`src/rtl/led_pattern_if.sv`:
```
// Host-side bundle for the LED pattern generator: mode request/load in, LED drive and tick out.
interface led_pattern_if #(
    parameter int NUM_LEDS = 4
) ();
    logic [1:0]          mode_in;
    logic                mode_load_in;
    logic [NUM_LEDS-1:0] led_out;
    logic                tick_out;

    modport master (
        output mode_in,
        output mode_load_in,
        input  led_out,
        input  tick_out
    );

    modport slave (
        input  mode_in,
        input  mode_load_in,
        output led_out,
        output tick_out
    );
endinterface

```
`src/rtl/led_pattern_gen.sv`:
```
// Multi-channel LED pattern generator: prescaled time base driving OFF / COUNT / CHASE / BREATHE.
//
// state        | meaning
// MODE_OFF     | all LEDs dark, counters keep running
// MODE_COUNT   | binary count, advances once per step
// MODE_CHASE   | one-hot rotate left, advances once per step
// MODE_BREATHE | PWM on all LEDs, duty ramps up/down once per tick
module led_pattern_gen #(
    parameter int NUM_LEDS   = 4,
    parameter int PRESCALE   = 12000,
    parameter int STEP_TICKS = 250,
    parameter int PWM_BITS   = 8
) (
    input logic       clk_in,
    input logic       rst_n_in,
    led_pattern_if.slave bus
);
    localparam int PW = $clog2(PRESCALE);
    localparam int SW = (STEP_TICKS > 1) ? $clog2(STEP_TICKS) : 1;
    localparam logic [PW-1:0]       PRESC_LAST = PW'(PRESCALE - 1);
    localparam logic [SW-1:0]       STEP_LAST  = SW'(STEP_TICKS - 1);
    localparam logic [PWM_BITS-1:0] DUTY_MAX   = '1;
    localparam logic [NUM_LEDS-1:0] ONE_HOT0   = NUM_LEDS'(1);

    typedef enum logic [1:0] {
        MODE_OFF     = 2'd0,
        MODE_COUNT   = 2'd1,
        MODE_CHASE   = 2'd2,
        MODE_BREATHE = 2'd3
    } mode_t;

    mode_t               mode, mode_nxt;
    logic [PW-1:0]       presc, presc_nxt;
    logic [SW-1:0]       step_cnt, step_cnt_nxt;
    logic [NUM_LEDS-1:0] pattern, pattern_nxt;
    logic [PWM_BITS-1:0] pwm_cnt, pwm_cnt_nxt;
    logic [PWM_BITS-1:0] duty, duty_nxt;
    logic                dir_down, dir_down_nxt;
    logic [NUM_LEDS-1:0] led, led_nxt;
    logic                tick, step;

    assign tick = (presc == PRESC_LAST);
    assign step = tick && (step_cnt == STEP_LAST);

    assign bus.tick_out = tick;
    assign bus.led_out  = led;

    always_ff @(posedge clk_in or negedge rst_n_in) begin
        if (!rst_n_in) begin
            mode     <= MODE_OFF;
            presc    <= '0;
            step_cnt <= '0;
            pattern  <= '0;
            pwm_cnt  <= '0;
            duty     <= '0;
            dir_down <= 1'b0;
            led      <= '0;
        end else begin
            mode     <= mode_nxt;
            presc    <= presc_nxt;
            step_cnt <= step_cnt_nxt;
            pattern  <= pattern_nxt;
            pwm_cnt  <= pwm_cnt_nxt;
            duty     <= duty_nxt;
            dir_down <= dir_down_nxt;
            led      <= led_nxt;
        end
    end

    always_comb begin
        mode_nxt     = mode;
        presc_nxt    = tick ? '0 : presc + 1'b1;
        step_cnt_nxt = step_cnt;
        pattern_nxt  = pattern;
        pwm_cnt_nxt  = pwm_cnt + 1'b1;
        duty_nxt     = duty;
        dir_down_nxt = dir_down;
        led_nxt      = '0;

        if (tick) begin
            step_cnt_nxt = (step_cnt == STEP_LAST) ? '0 : step_cnt + 1'b1;
        end

        case (mode)
            MODE_COUNT: begin
                if (step) pattern_nxt = pattern + 1'b1;
                led_nxt = pattern_nxt;
            end
            MODE_CHASE: begin
                if (step) pattern_nxt = {pattern[NUM_LEDS-2:0], pattern[NUM_LEDS-1]};
                led_nxt = pattern_nxt;
            end
            MODE_BREATHE: begin
                // Direction flips on the edge that lands on an endpoint, so each endpoint lasts one tick.
                if (tick) begin
                    if (!dir_down) begin
                        duty_nxt = duty + 1'b1;
                        if (duty_nxt == DUTY_MAX) dir_down_nxt = 1'b1;
                    end else begin
                        duty_nxt = duty - 1'b1;
                        if (duty_nxt == '0) dir_down_nxt = 1'b0;
                    end
                end
                led_nxt = {NUM_LEDS{pwm_cnt < duty}};
            end
            default: led_nxt = '0;
        endcase

        // A load wins over any tick/step on the same edge; OFF and BREATHE start with a zero pattern.
        if (bus.mode_load_in) begin
            mode_nxt     = mode_t'(bus.mode_in);
            presc_nxt    = '0;
            step_cnt_nxt = '0;
            pwm_cnt_nxt  = '0;
            duty_nxt     = '0;
            dir_down_nxt = 1'b0;
            pattern_nxt  = (mode_t'(bus.mode_in) == MODE_CHASE) ? ONE_HOT0 : '0;
            led_nxt      = pattern_nxt;
        end
    end
endmodule

```
`src/flat_wrapper.sv`:
```
// flat-port wrapper written by rule: the top's interface ports become plain ports
module led_pattern_gen_flat 
#(
    parameter int NUM_LEDS   = 4,
    parameter int PRESCALE   = 12000,
    parameter int STEP_TICKS = 250,
    parameter int PWM_BITS   = 8
)
  (clk_in, rst_n_in, bus_mode_in, bus_mode_load_in, bus_led_out, bus_tick_out);
  led_pattern_if #(.NUM_LEDS(NUM_LEDS)) bus_i ();
  input logic clk_in;
  input logic rst_n_in;
  input wire logic [$bits(bus_i.mode_in)-1:0] bus_mode_in;
  input wire logic [$bits(bus_i.mode_load_in)-1:0] bus_mode_load_in;
  output wire logic [$bits(bus_i.led_out)-1:0] bus_led_out;
  output wire logic [$bits(bus_i.tick_out)-1:0] bus_tick_out;
  assign bus_i.mode_in = bus_mode_in;
  assign bus_i.mode_load_in = bus_mode_load_in;
  assign bus_led_out = bus_i.led_out;
  assign bus_tick_out = bus_i.tick_out;
  led_pattern_gen #(.NUM_LEDS(NUM_LEDS), .PRESCALE(PRESCALE), .STEP_TICKS(STEP_TICKS), .PWM_BITS(PWM_BITS)) u_core (.clk_in(clk_in), .rst_n_in(rst_n_in), .bus(bus_i));
endmodule
```
`config.mk`:
```
export PLATFORM = sky130hd
export DESIGN_NAME = led_pattern_gen_flat
export DESIGN_NICKNAME = d
export VERILOG_FILES = /design/src/rtl/led_pattern_if.sv /design/src/rtl/led_pattern_gen.sv /design/src/flat_wrapper.sv
export SDC_FILE = /design/constraint.sdc
export NUM_CORES = 1
export LEC_CHECK = 0
export BUFFER_PORTS_ARGS = -buffer_cell sky130_fd_sc_hd__buf_4
export CAP_MARGIN = 20
export CORE_UTILIZATION = 45
export DETAILED_ROUTE_END_ITERATION = 12
export HOLD_SLACK_MARGIN = 0.05
export SYNTH_ARGS = -nofsm -noshare
export SYNTH_HDL_FRONTEND = slang
export SYNTH_SLANG_ARGS = --single-unit
```
`constraint.sdc`:
```
create_clock -name clk_in -period 2.1 [get_ports clk_in]
set_input_delay 0.42 -clock clk_in [delete_from_list [all_inputs] [get_ports clk_in]]
set_output_delay 0.42 -clock clk_in [all_outputs]
set_load 0.01 [all_outputs]
```
* After elaboration in Yosys (flattened, before gate mapping)
Index checks and enable logic that the tools add are counted.
** Word-level totals
- Input bits :: 5
- Output and inout port bits :: 5
- Flip-flop bits (word level) :: 49
** Cells by class
- Add/subtract/negate cells :: 6
- Reductions and logical operators :: 6
- Equality and inequality tests :: 7
- Muxes and demuxes :: 23
- $lt $le $gt $ge :: 1
** Operators by type and width (count)
- $mux 8 :: 8
- $mux 14 :: 2
- $add 8x1->8 const B :: 3
- $eq 8x8->1 const B :: 2
- $mux 4 :: 4
- $add 14x1->14 const B :: 1
- $eq 14x14->1 const B :: 1
- $pmux 4 s3 :: 1
- $logic_not 8->1 :: 1
- $lt 8x8->1 :: 1
- $pmux 4 s2 :: 1
- $sub 8x1->8 const B :: 1
- $mux 1 :: 7
- $eq 2x2->1 const B :: 3
- $add 4x1->4 const B :: 1
- $reduce_bool 2->1 :: 2
- $reduce_bool 3->1 :: 1
- $eq 2x1->1 const B :: 1
- $reduce_and 2->1 :: 1
- $logic_and 1x1->1 :: 1

* Logic depth before layout (Yosys ltp)
Gate-level depths: netlist of run 1.
- Depth in word-level cells :: 7
- Depth in mapped cells :: 9
- Mapped depth without buffers :: 7

* Least setup slack after synthesis of run 1
OpenSTA, ideal clock, no wires.
- Path type :: register to register
- Start point :: register u_core.presc[0]
- End point :: register u_core.pattern[0]
- Library setup time :: 137 ps
- Period minus slack after synthesis :: 2152 ps
- Data required time :: 1963 ps
- Arrival :: 2015 ps
- Stages on the path, launching flop included :: 9
- Slack :: -52 ps
- Cells stage by stage :: dfrtp_1 -> ha_1 -> nand4_2 -> or4_4 -> buf_6 -> buf_6 -> a211o_1 -> a22oi_1 -> o21ai_0
** On the way
- Longest elaborated chain between the ends :: 5
- Elaborated cells on any way between the ends :: 6
** Ends and longest elaborated chain
- from (decl) :: RTL line led_pattern_gen.sv:33 : logic [PW-1:0] presc, presc_nxt;
- from (signal assigned) :: RTL line led_pattern_gen.sv:60 : presc <= presc_nxt;
- $eq 14x14->1 * :: RTL line led_pattern_gen.sv:42 : assign tick = (presc == PRESC_LAST);
- $logic_and 1x1->1 * :: RTL line led_pattern_gen.sv:43 : assign step = tick && (step_cnt == STEP_LAST);
- $mux 4, on equally long branches :: RTL line led_pattern_gen.sv:90, led_pattern_gen.sv:86
- $pmux 4 s2 * :: RTL line led_pattern_gen.sv:84 : case (mode)
- $mux 4 * :: RTL line led_pattern_gen.sv:110 : if (bus.mode_load_in) begin
- to (signal assigned) :: RTL line led_pattern_gen.sv:62 : pattern <= pattern_nxt;
- to (decl) :: RTL line led_pattern_gen.sv:35 : logic [NUM_LEDS-1:0] pattern, pattern_nxt;
Mark *: on every way between the ends. The rest lies on a longest branch, timed or not.
A chain may end at the register's enable or synchronous reset.

* Final worst setup path of run 1
- Start point :: register u_core.presc[8]
- End point :: register u_core.led[2] (netlist: u_core.bus.led_out[2])
** On the way
- Longest elaborated chain between the ends :: 5
- Elaborated cells on any way between the ends :: 6
** Ends and longest elaborated chain
- $eq 14x14->1 * :: RTL line led_pattern_gen.sv:42
- $logic_and 1x1->1 * :: RTL line led_pattern_gen.sv:43
- $mux 4, on equally long branches :: RTL line led_pattern_gen.sv:90, led_pattern_gen.sv:86
- $pmux 4 s3 * :: RTL line led_pattern_gen.sv:84
- $mux 4 * :: RTL line led_pattern_gen.sv:110
- named net u_core.led_nxt[2] :: RTL line led_pattern_gen.sv:39 : logic [NUM_LEDS-1:0] led, led_nxt;
- to (signal assigned) :: RTL line led_pattern_gen.sv:66 : led <= led_nxt;
- to (decl) :: RTL line led_pattern_gen.sv:39
The timed path passes the listed nets; every way through them passes the cells marked *.

==> results, run 1 <==
- The kind of critical path is reg2reg.
- The tree built by TritonCTS fans out to 49 sinks.
- Setup repair after global routing could not meet its margin everywhere.
- Setup violations remaining at the end of the flow were counted as 3.
- In the layout the commonest cells are dfrtp_1 (49), nor2_1 (42), buf_4 (35).
- The ratio of cells with drive above 1 in the final layout is 18.84%.
- During placement, the flow inserted port buffers numbering 9.
- Setup slack on the worst reg-to-reg path comes out at -0.03 ns.
- The kind of path behind the tightest hold check is in2async.
- The number of antenna violations at the first check in global routing came to 0.
- The routed design has 6567 µm of wire.
- The later-pin clock latency in the skew report is 0.30 ns.
- The largest fanout on the critical path is 5.
- The final reports fail on negative setup slack.
- CTS built an H-tree with a depth of 2.
- The worst relative slew slack is 57.76%.
- During synthesis, Yosys emitted a total of 0 warnings.
- Leaving out fill and tap cells, the most frequent cell in the layout is dfrtp_1.
- The routing usage on met3 is 3.759%.
- The netlist area before placement is 2993 µm².
- The first TritonRoute pass finished after 4 iterations.
- In the routed layout, each cell is associated on average with a via count of 5.721.
- The repair_antennas step left the layout with diodes totalling 0.
- The first global-routing pass estimated 11400 µm of wire.
- Summing all non-filler instances in the final layout gives an area of 3527 µm².
- The global routing stage identified its most utilized layer as met2.
- The most used flip-flop cell after synthesis is dfrtp_1.
- The total grt overflow is 0.
- Clock tree synthesis selected as its root buffer the cell clkbuf_8.
- The half-perimeter wire length after detailed placement is 4429 µm.
- The total count of max-transition violations in the final report came to 0.
- The post-synthesis average cell area is 9.069 µm².
- The number of ports placed on the die boundary is 10.
- The post-synthesis sequential element count is 49.
- The count of max-cap constraint violations is 0.
- Summed over all cells, the static leakage comes to 0.001481 µW.
- The area of the die is 6981 µm².
- At the end of the flow, the number of nets in the layout was 381.
- Counting flops with an async set or reset pin after synthesis yields a share of 100.0%.
- The overall track demand over capacity in global routing is 19.83%.
- Measured in cells, the most critical reg-to-reg path has a length of 6.
- The largest net degree at the start of global routing is 50.
- Yosys mapped the design onto 50 distinct sky130hd cell types.
- The shortest clock period the worst path allows after layout is 2.131 ns.
- The run finished, with violations left.
- The worst flop-to-flop path startpoint is u_core.presc[8].
- Buffers inserted during clock tree synthesis total 5.
- The met1 usage in global routing is 26.38%.
- The met2 layer usage reported by global route is 33.76%.
- After clock tree synthesis, the clock-pin slew on the worst setup and hold paths is 0.10 ns.
- The number of placement rows is 29.
- The average wire length per cell after detail routing is 14.99 µm.
- The capturing element type of the critical path is a register.
- The final-report hold violation count came to 0.
- The post-place instance area is 3272 µm².
- The last weighted congestion value of the routability-driven placer is 0.8011.
- The share of the Yosys chip area taken by registers is 40.97%.
- The die span in y is 83.55 µm.
- Timing would allow up to 469.3 MHz.
- The utilization after layout is 55.23%.
- The number of global-route vias before repair was 2467.
- The synthesized netlist cell count is 330.
- The worst clock skew is 0.01069 ns.
- The routed via count is 2506.
- Compared with the post-synthesis result, the final layout area differs by 17.85%.
- The count of nets left with antenna violations once routing finished came out at 0.
- The CTS tree is built.
- The die outline width is 83.55 µm.
- Across the VDD grid, the largest voltage drop is 0.3024 mV.
- The initial utilization of the core area, before any placement, comes to 46.87%.
- Dividing total power by cell area gives a power density of 526.1 nW/µm².
- The actual transition at the worst max-transition pin is 0.6335 ns.
- For the worst setup path, the data required time is 2.34 ns.
- The deepest clock path buffer count is 2.
- The number of nets in the synthesized netlist is 351.
- The period utilization is 101.5%.
- The first routing iteration left 116 violations.
- The startpoint type of the worst setup path is a register.
- The data arrival at the endpoint of the critical path is 2.37 ns.
- The total area inside the core boundary comes to 6386 µm².
- The number of design rule violations left after detail routing is 0.
- Setup slack on the critical path of the routed design comes to -0.03076 ns.
- The count of flip-flops with a built-in enable after synthesis is 0.
- In this run the critical register-to-register path is captured at u_core.bus.led_out[2].
## state kept, by name, summed over array words and instances (netlist names)
register	flops
u_core.duty	8
u_core.bus.led_out	4
u_core.pattern	4
u_core.pwm_cnt	8
u_core.dir_down	1
u_core.mode	2
u_core.presc	14
u_core.step_cnt	8
## per-layer routing
| layer | wire [µm] | up-vias |
|---|---|---|
| met5 | 0 | - |
| met2 | 3123 | 43 |
| met1 | 3205 | 1223 |
| met3 | 221 | 2 |
| li1 | - | 1238 |
| met4 | 16 | 0 |
## repair_timing
| action | 4_1_cts | 5_1_grt |
|---|---|---|
| pin swaps | 3 | 6 |
| gates resized for setup | 5 | 12 |
| hold buffers | 0 | 0 |
| endpoints found under the setup margin | 7 | 17 |
| buffers inserted | 6 | 2 |
## worst max-delay path, stage by stage (launching register included)
cell      delay [ns]
dfrtp_1         0.41
nand3b_1        0.18
or4_4           0.60
buf_6           0.15
or4_1           0.46
a21oi_1         0.14
o31a_1          0.13
## metrics by stage
stage	worst slack [ns]	setup TNS, ns	instances	hold WS (ns)	total power [µW]
floorplan	0.006528	0	330	0.1244	1079
global placement	-0.01099	-0.01099	422	0.4633	1147
detailed placement	-0.02546	-0.03634	422	0.4799	1149
CTS	-0.02460	-0.05668	436	0.1570	1870
global route	-0.08495	-0.4668	438	0.1878	1925
finish	-0.03076	-0.05332	438	0.1233	1856
## worst max-delay path by stage
stage	start	endpoint	slack [ns]	depth (start not counted)
3_3_place_gp	u_core.presc[1]	u_core.bus.led_out[3]	-0.01	6
4_1_cts	u_core.presc[8]	u_core.bus.led_out[2]	-0.02	6
5_1_grt	u_core.presc[8]	u_core.bus.led_out[2]	-0.08	6
6_report	u_core.presc[8]	u_core.bus.led_out[2]	-0.03	6
3_5_place_dp	u_core.presc[1]	u_core.bus.led_out[3]	-0.03	6
2_1_floorplan	u_core.presc[0]	u_core.pattern[0]	0.007	8
## synth_stat cells, types with 4 or more instances
cell / number / share of area [%]
a211oi_1: 7 / 1.8
a21oi_1: 19 / 3.2
a31oi_1: 5 / 1.0
and3_1: 9 / 1.9
clkbuf_1: 10 / 1.3
dfrtp_1: 49 / 41
ha_1: 16 / 6.7
inv_1: 17 / 2.1
nand2_1: 15 / 1.9
nand2b_1: 4 / 0.84
nand3_1: 22 / 3.7
nand4_1: 8 / 1.7
nor2_1: 42 / 5.3
nor3_1: 11 / 1.8
o21ai_0: 12 / 2.0
o31a_1: 4 / 1.2
o31ai_1: 5 / 1.3
or3_1: 4 / 0.84
xnor2_1: 20 / 5.9
xor2_1: 6 / 1.8
## area by class of cell
cell class,instances,area [µm²]
fill,602,2859
multi-input combinational,247,1693
clock buffer,6,82.58
inverter,17,63.81
tap,77,96.34
sequential,49,1226
timing repair buffer,40,327.8
clock inverter,2,37.54
## power breakdown
| group | internal [µW] | switching [µW] | total, µW |
|---|---|---|---|
| Combinational | 58.5 | 89.9 | 148 |
| Clock | 388 | 335 | 723 |
| Sequential | 960 | 24.3 | 984 |
| Total | 1410 | 449 | 1860 |
## cell families (layout without fill, tap and decap cells)
group / Yosys count / count (layout) / synth area share (%)
buffers and inverters: 34 / 65 / 5.184
AND/OR/NAND/NOR: 133 / 133 / 22.99
AO/OA/AOI/OAI: 69 / 69 / 15.51
multiplexers: 3 / 3 / 1.045
adder cells (fa/ha/maj): 16 / 16 / 6.689
flip-flops: 49 / 49 / 40.97
XOR/XNOR: 26 / 26 / 7.609
Power figures use the tool's default switching activity.
==> inputs of run 2 (changes only) <==
--- a/config.mk
+++ b/config.mk
@@ -10,6 +10,7 @@
 export CORE_UTILIZATION = 45
 export DETAILED_ROUTE_END_ITERATION = 12
 export HOLD_SLACK_MARGIN = 0.05
+export MAX_ROUTING_LAYER = met4
 export SYNTH_ARGS = -nofsm -noshare
 export SYNTH_HDL_FRONTEND = slang
 export SYNTH_SLANG_ARGS = --single-unit
==> run 2 against run 1 <==
  * Highest routed layer unchanged
  * Utilization is the same
  * Critical path depth stayed put
  * Final cell count unchanged
  * Routed wire length about the same
  * Sequential power about the same
  * First-iteration DRC count rose by 9.5%
  * Combinational power about the same
  * Die area is the same
  * The run still ends with negative setup slack left
  * Clock skew barely moved
==> results, run 2 (synthesized netlist as in run 1, its figures left out) <==
- The share of power burned in registers is 53.0%.
- The portion of total power attributed to the clock network is 39.0%.
- The detailed-routing iteration count for the pre-antenna-repair pass is 4.
- The first global-routing pass estimated 11400 µm of wire.
- The number of antenna violations at the first check in global routing is 0.
- The path class of the tightest hold or removal check is in2async.
- The detail route stage leaves a number of antenna-violating nets equal to 0.
- After detailed routing, the total wire length is 6568 µm.
- With fillers left out, the area of the finished cells amounts to 3527 µm².
- The register with the most flip-flops is u_core.presc.
- The worst flop-to-flop path startpoint is u_core.presc[8].
- In this run the register-to-register setup slack is -0.02 ns.
- The worst relative slew slack is 57.90%.
- The largest net degree at the start of global routing is 50.
- The overall track demand over capacity in global routing is 20.38%.
- The root buffer selected by CTS is clkbuf_8.
- In this run the power density over the cells is 526.7 nW/µm².
- In this run the core area contains 29 standard-cell rows.
- The required arrival time at the worst endpoint is 2.35 ns.
- Once the floorplan was initialized, standard cells occupied 46.87% of the core.
- The flow ran to the end, but the final reports show violations.
- In this run the deepest clock path goes through 2 buffers.
- The top cell types in the final layout, fill and taps aside, are dfrtp_1 (49), nor2_1 (42), buf_4 (35).
- Cells fill 55.23% of the core in the end.
- Derived from the worst setup path, the maximum achievable clock frequency is 470.6 MHz.
- Counting I/O delays and the setup requirement, the final critical path takes 2.125 ns.
- The routed via count is 2487.
- Global routing finished with a remaining overflow of 0.
- Measured in cells, the most critical reg-to-reg path has a length of 6.
- The number of flip-flops under the largest register name is 14.
- The cts-stage hold buffer count is 0.
- Per report_power, the combinational group accounts for 8.0% of the total.
- STA classifies the critical path endpoint as a register.
- The floorplan step set the die width to 83.55 µm.
- The number of ports placed on the die boundary is 10.
- The net load switching power is 451.3 µW.
- The average wire length per cell after detail routing is 15.00 µm.
- TritonCTS created 5 clock buffers.
- Relative to the synthesized area, the layout overhead comes to 17.85%.
- The data arrival at the endpoint of the critical path is 2.37 ns.
- After clock tree synthesis, the clock-pin slew on the worst setup and hold paths is 0.10 ns.
- The endpoint identified for the worst register-to-register timing path is u_core.bus.led_out[2].
- TritonCTS built the clock tree.
- Buffers placed on the I/O ports in this run total 9.
- The ratio of cells with drive above 1 in the final layout is 18.84%.
- The kind of critical path is reg2reg.
- The cell-internal power is 1406 µW.
- The least setup slack across all paths after layout is -0.02484 ns.
- The number of sinks on the clock net is 49.
- The total count of max-transition violations in the final report is 0.
- The final-report setup violation count is 3.
- The largest fanout on the critical path is 5.
- The number of global-route vias before repair was 2468.
- Leaving out fill and tap cells, the most frequent cell in the layout is dfrtp_1.
- STA classifies the critical path startpoint as a register.
- After the first detailed-routing iteration, the DRC count stood at 127.
- In the finished design, the share of the clock period the worst path needs comes to 101.2%.
- The actual transition at the worst max-transition pin is 0.6316 ns.
- Across the run, the number of max-cap violations was 0.
- Setup repair after global routing could not meet its margin everywhere.
- The worst clock skew is 0.01112 ns.
- The die span in y is 83.55 µm.
- The number of diodes added for antenna fixing is 0.
- The final-report hold violation count is 0.
- Clock latency on the worst-skew pair, taken at its later pin, is 0.31 ns.
- The number of design rule violations left after detail routing is 0.
- The die covers 6981 µm².
- The net total in the final layout is 381.
- The checks that failed: negative setup slack.
- The H-tree depth is 2.
- VDD sags by at most 0.3044 mV.
- In this run the cell area measured after placement is 3272 µm².
- Using the TritonRoute via totals, the vias-per-cell ratio works out to 5.678.
- The core box area is 6386 µm².
- The congestion estimate from routability-driven global placement came to 0.8127.
- The half-perimeter wire length after detailed placement is 4429 µm.
- The fraction of power spent switching nets is 24.29%.
- The leakage power of the design is 0.001481 µW.
## run 2: cell counts in the layout (fill, tap and decap cells not counted)
Identical to the previous run, type by type.
## run 2: worst max-delay path by stage
| stage | start | end | slack [ns] | cells past startpoint |
|---|---|---|---|---|
| after global placement | u_core.presc[1] | u_core.bus.led_out[3] | -0.01 | 6 |
| final | u_core.presc[8] | u_core.bus.led_out[2] | -0.02 | 6 |
| after global routing | u_core.presc[8] | u_core.bus.led_out[2] | -0.08 | 6 |
| after CTS | u_core.presc[8] | u_core.bus.led_out[2] | -0.02 | 6 |
| after floorplan | u_core.presc[0] | u_core.pattern[0] | 0.007 | 8 |
| after detailed placement | u_core.presc[1] | u_core.bus.led_out[3] | -0.03 | 6 |
## run 2: worst max-delay path: stages, from the launching register on
cell	delay, ns
dfrtp_1	0.41
nand3b_1	0.18
or4_4	0.60
buf_6	0.15
or4_1	0.46
a21oi_1	0.14
o31a_1	0.13
## run 2: routing by layer
layer  GRT usage, %  share of wire (%)  up-vias
met5              -                  0        -
met4          4.160               0.23        0
met3          3.660                4.0        2
met2          33.76                 47       43
met1          26.38                 48     1207
li1               -                  -     1235
## run 2: through the flow
step / hold slack, ns / setup TNS [ns] / power [µW] / std cells / setup WS (ns)
after floorplan: 0.1244 / 0 / 1079 / 330 / 0.006528
after global placement: 0.4633 / -0.01099 / 1147 / 422 / -0.01099
after detailed placement: 0.4799 / -0.03634 / 1149 / 422 / -0.02546
after CTS: 0.1570 / -0.05668 / 1870 / 436 / -0.02460
after global routing: 0.1878 / -0.4671 / 1925 / 438 / -0.08481
final: 0.1213 / -0.04255 / 1858 / 438 / -0.02484
## run 2: power by group through the flow
stage / combinational [µW] / clock [µW] / sequential, µW
detailed placement: 146 / 0 / 1000
floorplan: 81.1 / 0 / 997
CTS: 148 / 738 / 984
global route: 167 / 770 / 988
finish: 148 / 725 / 985
global placement: 143 / 0 / 1000
## run 2: repair_timing
| item | 4_1_cts | 5_1_grt |
|---|---|---|
| resized for setup | 5 | 12 |
| buffers inserted | 6 | 2 |
| endpoints found under the setup margin | 7 | 17 |
| pin swaps | 3 | 6 |
## run 2: cell type report
cell class / instances / area, µm²
Clock buffer: 6 / 82.58
Fill cell: 602 / 2859
Tap cell: 77 / 96.34
Sequential cell: 49 / 1226
Timing Repair Buffer: 40 / 327.8
Multi-Input combinational cell: 247 / 1693
Inverter: 17 / 63.81
Clock inverter: 2 / 37.54
